`src/rtl/e203_tcm_ram_ctrl.sv`:
```
`default_nettype none
// ============================================================================
// Module  : e203_tcm_ram_ctrl
// Purpose : Bridges a single-outstanding ICB command/response channel to a
//           synchronous single-port SRAM. Each command accepted on the ICB
//           side becomes one SRAM access in the same cycle. The response is
//           returned one cycle later and can be back-pressured indefinitely.
//
// Ports   :
//   clk, rst_n          - clock (rising edge), asynchronous active-low reset
//   icb_cmd_*           - command channel (valid/ready, read, addr, wdata, wmask)
//   icb_rsp_*           - response channel (valid/ready, rdata, err)
//   ram_cs/we/addr/wem/din - SRAM command side
//   ram_dout            - SRAM read data, valid the cycle after a read cs
//   clk_ram_en          - SRAM clock-gate enable
//
// Config  : E203_TCM_CTRL_RSP_HOLD_EN
//           defined   - a DW-bit register captures ram_dout when a response
//                       stalls. Read data for a held response comes from it.
//           undefined - no capture register. Read data for a held response
//                       comes straight from ram_dout, because the SRAM keeps
//                       its output while cs is low.
//
// Revision: 1.0 - initial release
// ============================================================================
module e203_tcm_ram_ctrl #(
  parameter int AW = 16,
  parameter int DW = 32,
  parameter int MW = 4
) (
  input  logic          clk,
  input  logic          rst_n,

  input  logic          icb_cmd_valid,
  output logic          icb_cmd_ready,
  input  logic          icb_cmd_read,
  input  logic [AW-1:0] icb_cmd_addr,
  input  logic [DW-1:0] icb_cmd_wdata,
  input  logic [MW-1:0] icb_cmd_wmask,

  output logic          icb_rsp_valid,
  input  logic          icb_rsp_ready,
  output logic [DW-1:0] icb_rsp_rdata,
  output logic          icb_rsp_err,

  output logic          ram_cs,
  output logic          ram_we,
  output logic [AW-1:0] ram_addr,
  output logic [MW-1:0] ram_wem,
  output logic [DW-1:0] ram_din,
  input  logic [DW-1:0] ram_dout,

  output logic          clk_ram_en
);

  // Response state machine
  //   ST_IDLE : no response pending
  //   ST_LIVE : first response cycle, so the SRAM output is fresh
  //   ST_HOLD : response stalled by the requester
  typedef enum logic [1:0] {
    ST_IDLE = 2'd0,
    ST_LIVE = 2'd1,
    ST_HOLD = 2'd2
  } state_t;

  state_t        r_state;
  state_t        w_state_nxt;
  logic          r_rsp_read;   // 1 = the pending response belongs to a read
  logic          w_hsk;
  logic [DW-1:0] w_rdata;

  // A new command is accepted only when the response slot is free or is
  // retiring this cycle. While a response is stalled, cmd_ready therefore
  // stays low and the SRAM output cannot be overwritten.
  // The handshake is qualified with rst_n so the SRAM port stays quiet
  // while reset is held, even if a requester drives cmd_valid.
  assign icb_cmd_ready = (r_state == ST_IDLE) | icb_rsp_ready;
  assign w_hsk         = icb_cmd_valid & icb_cmd_ready & rst_n;

  // The SRAM command is driven only on a handshake cycle. At all other
  // times the SRAM command outputs are zero.
  assign ram_cs   = w_hsk;
  assign ram_we   = w_hsk & ~icb_cmd_read;
  assign ram_addr = w_hsk ? icb_cmd_addr  : '0;
  assign ram_din  = w_hsk ? icb_cmd_wdata : '0;
  assign ram_wem  = (w_hsk & ~icb_cmd_read) ? icb_cmd_wmask : '0;

  assign clk_ram_en = ram_cs | (r_state != ST_IDLE);

  // -------------------------------------------------------------------------
  // State register and command-type flag
  // -------------------------------------------------------------------------
  always_ff @(posedge clk or negedge rst_n) begin
    if (!rst_n) begin
      r_state    <= ST_IDLE;
      r_rsp_read <= 1'b0;
    end else begin
      r_state <= w_state_nxt;
      if (w_hsk) begin
        r_rsp_read <= icb_cmd_read;
      end
    end
  end

  // -------------------------------------------------------------------------
  // Next-state logic. A handshake always lands in LIVE, which also covers
  // the back-to-back case where one response retires while the next
  // command is accepted.
  // -------------------------------------------------------------------------
  always_comb begin
    w_state_nxt = r_state;
    if (w_hsk) begin
      w_state_nxt = ST_LIVE;
    end else begin
      case (r_state)
        ST_IDLE: w_state_nxt = ST_IDLE;
        ST_LIVE: w_state_nxt = icb_rsp_ready ? ST_IDLE : ST_HOLD;
        ST_HOLD: w_state_nxt = icb_rsp_ready ? ST_IDLE : ST_HOLD;
        default: w_state_nxt = ST_IDLE;
      endcase
    end
  end

  // -------------------------------------------------------------------------
  // Held read data for a stalled response
  // -------------------------------------------------------------------------
`ifdef E203_TCM_CTRL_RSP_HOLD_EN
  logic [DW-1:0] r_hold_data;

  always_ff @(posedge clk or negedge rst_n) begin
    if (!rst_n) begin
      r_hold_data <= '0;
    end else if ((r_state == ST_LIVE) && (w_state_nxt == ST_HOLD)) begin
      r_hold_data <= ram_dout;
    end
  end

  always_comb begin
    w_rdata = '0;
    if (r_rsp_read) begin
      case (r_state)
        ST_LIVE: w_rdata = ram_dout;
        ST_HOLD: w_rdata = r_hold_data;
        default: w_rdata = '0;
      endcase
    end
  end
`else
  // The SRAM holds its output while cs is low, and no access can start
  // while a response is pending. ram_dout is therefore still valid in HOLD.
  always_comb begin
    w_rdata = '0;
    if (r_rsp_read && (r_state != ST_IDLE)) begin
      w_rdata = ram_dout;
    end
  end
`endif

  assign icb_rsp_valid = (r_state == ST_LIVE) | (r_state == ST_HOLD);
  assign icb_rsp_rdata = w_rdata;
  assign icb_rsp_err   = 1'b0;

endmodule
`default_nettype wire
```
`config.mk`:
```
export PLATFORM = sky130hd
export DESIGN_NAME = e203_tcm_ram_ctrl
export DESIGN_NICKNAME = d
export VERILOG_FILES = /design/src/rtl/e203_tcm_ram_ctrl.sv
export SDC_FILE = /design/constraint.sdc
export NUM_CORES = 1
export LEC_CHECK = 0
export BUFFER_PORTS_ARGS = -buffer_cell sky130_fd_sc_hd__clkbuf_2
export CORE_AREA = 3 3 68 70
export DETAILED_ROUTE_END_ITERATION = 7
export DIE_AREA = 0 0 71 73
export GPL_ROUTABILITY_DRIVEN = 0
export PLACE_DENSITY = 0.65
export SYNTH_ARGS = -nofsm -noshare
export SYNTH_HDL_FRONTEND = slang
export SYNTH_SLANG_ARGS = --single-unit
export TNS_END_PERCENT = 20
```
`constraint.sdc`:
```
create_clock -name clk -period 2.1 [get_ports clk]
set_input_delay 0.42 -clock clk [delete_from_list [all_inputs] [get_ports clk]]
set_output_delay 0.42 -clock clk [all_outputs]
set_load 0.01 [all_outputs]
```
==> impl_results.md <==
- Status: finished clean
- Final ANT Viol Nets: 0
- Max Root-Sink Buffers: 2
- Top delay family on crit path: buffers and inverters
- Endpoint class of the critical path: output port
- P_leak: 1.14 nW
- CTS tree: built
- CP max FO: 50
- Post-DR wirelength/cell: 10.8 um
- Via count: 1298
- Initial antenna violation count: 0
- Area growth syn-to-layout: 123%
- Site Rows: 23
- Worst skew pair latency: 0.21 ns
- Crit-path cells: inv_1 > ha_1 > o211ai_4 > inv_6 > and2_1 > clkbuf_2
- Crit Path Class: register to output port
- CP bufs+invs: 3
- Commonest non-fill, non-tap cells in the layout: clkbuf_2, and2_1, and2_4, nor3b_1
- Buffers on Ports: 177
- Part of the Yosys area used for sequential elements: 9.58%
- Clock slew at reported path FFs: 0.03 ns
- N_diodes: 0
- Cts bufs inserted: 3
- I/O pin cnt: 179
- DIE HEIGHT: 73 um
- R2R Setup Slk: 0.61 ns
- Sink Count: 3
- Seq pwr share: 11.7%
- Max Clk Rate: 496 MHz
- Slowest cell on the critical path: dfrtp_1
- Avg Synthesized Cell Area: 7.12 um2
- Crit-path max cell delay: 0.31 ns
- DRC: 0
- Reg2Reg Depth: 5
- Skew final: 0.00136 ns
- Worst EP arrival: 1.59 ns
- Most common cell after layout, fill and taps aside: clkbuf_2
- VDD IR max: 0.000131 V
- Slew Limit Fails: 0
- Synth Instances: 110
- Fin crit share: 95.9%
- Hold Slack: 0.0301 ns
- GR Overflow Total: 0
- DRT iter0 DRCs: 12
- Yosys Warn Count: 0
- Max Cap Viol: 0
- Router iterations before antenna repair: 4
- Switch share: 34.5%
- Number of global-route vias before repair: 1161
- Clk Tree Root Cell: clkbuf_8
- Worst setup startpoint: r_state[0]
- Crit start category: register
- Cell Pwr Density: 324 nW/um2
- Critical R2R Capture: r_rsp_read
- Die width: 71 um
- Die area: 5180 um2
- Final WL: 3620 um
- Critical Path Sink: ram_din[25]
- Required @ worst endpoint: 1.68 ns
- Avg Vias per Cell: 3.87
- H-tree depth: 1
- Post-DP HPWL: 3240 um
- Worst R2R Start: r_state[0]
- GRT Util Overall: 11.8%
- Minimum clock period: 2.01 ns
- Number of cells on the critical path: 6
- Global-route wire length before repair: 4990 um
- Cell Area, Synth: 783 um2
- Logic pwr share: 59.1%
- Switching power: 196 uW
- Yosys cell types: 19
- Internal power: 371 uW
- Clock share of power: 29.2%
- Final Hold Vio Count: 0
- Core Region: 4030 um2
- Setup_tns: 0 ns
- Share of cells above drive strength 1: 69.1%
- Worst min-delay path category: input port to async pin
- Initial Util: 19.4%
- Synth Register Bits: 3
- Largest net degree at the start of global routing: 51
- Final setup violation count: 0
- Syn nets: 200
- Fin nets: 376
- RSZ-0062 raised after global routing: no
worst min-delay path by stage:
stage,from,end,depth (start not counted)
2_1_floorplan,rst_n,r_rsp_read,0
3_3_place_gp,rst_n,r_state[1],1
3_5_place_dp,rst_n,r_state[1],1
4_1_cts,rst_n,r_rsp_read,1
5_1_grt,rst_n,r_rsp_read,1
6_report,rst_n,r_rsp_read,1
worst register-to-register path, cell delays in order (launching register included):
cell and delay [ns]:
dfrtp_1 0.31, inv_1 0.04, ha_1 0.26, o211ai_4 0.28
buf_4 0.17, mux2_2 0.32
sequential cells by signal, summed over array words and instances (netlist names):
register and flops:
r_rsp_read 1, r_state 2
final cells by class:
type | instances | area [um2]
Tap cell | 50 | 62.6
Multi-Input combinational cell | 94 | 637
Timing Repair Buffer | 180 | 908
Fill cell | 416 | 2280
Inverter | 4 | 20.0
Sequential cell | 3 | 75.1
Clock buffer | 4 | 45.0
power by group through the flow:
stage	clock, mW	sequential, mW	combinational [mW]
2_1_floorplan	0	0.0665	0.167
3_3_place_gp	0	0.0668	0.334
3_5_place_dp	0	0.0669	0.336
4_1_cts	0.173	0.0663	0.338
5_1_grt	0.174	0.0668	0.368
6_report	0.166	0.0663	0.335
routing by layer:
layer  part of all wire (%)  vias up  global-route usage [%]  wire (um)
li1                       -      675                       -          -
met1                     34      515                    13.0       1230
met2                     52      106                    21.8       1870
met3                     14        2                    2.07        493
met4                   0.80        0                    5.64         29
met5                      0        -                       0          0
cell usage after synthesis:
cell | n | area (um2)
a311oi_1 | 1 | 8.76
and2_1 | 70 | 438
and2_4 | 10 | 87.6
buf_2 | 1 | 5.00
buf_4 | 1 | 7.51
buf_6 | 2 | 22.5
clkbuf_1 | 5 | 18.8
conb_1 | 1 | 3.75
dfrtp_1 | 3 | 75.1
ha_1 | 1 | 12.5
inv_1 | 3 | 11.3
inv_4 | 1 | 6.26
mux2_2 | 1 | 11.3
nand2_1 | 2 | 7.51
nor2_1 | 1 | 3.75
nor2b_1 | 1 | 6.26
nor3b_1 | 4 | 30.0
o211ai_4 | 1 | 21.3
or2_2 | 1 | 6.26
cell families (layout without fill, tap and decap cells):
logic type,after synthesis,after routing,share of synthesized area [%]
simple gates,89,89,74.0
buf+inv,13,188,9.11
flops,3,3,9.58
compound gates,2,2,3.83
fa+ha+maj,1,1,1.60
other cells,1,1,0.479
mux,1,1,1.44
through the flow:
stage	instances	area (um2)	total power, mW	setup WS [ns]	util [%]
2_1_floorplan	110	783	0.233	0.351	-
3_3_place_gp	329	1690	0.400	0.219	41.8
3_5_place_dp	329	1690	0.403	0.200	41.8
4_1_cts	333	1730	0.577	0.000787	43.0
5_1_grt	335	1750	0.609	0.00670	43.4
6_report	335	1750	0.566	0.0858	43.4
repair_timing:
item,CTS,global route
resized for setup,1,0
setup buffers,0,2
hold buffers,0,0
pin swaps,0,1
endpoints found under the setup margin,48,48
hold endpoints to repair,0,0
Power figures use the tool's default switching activity.
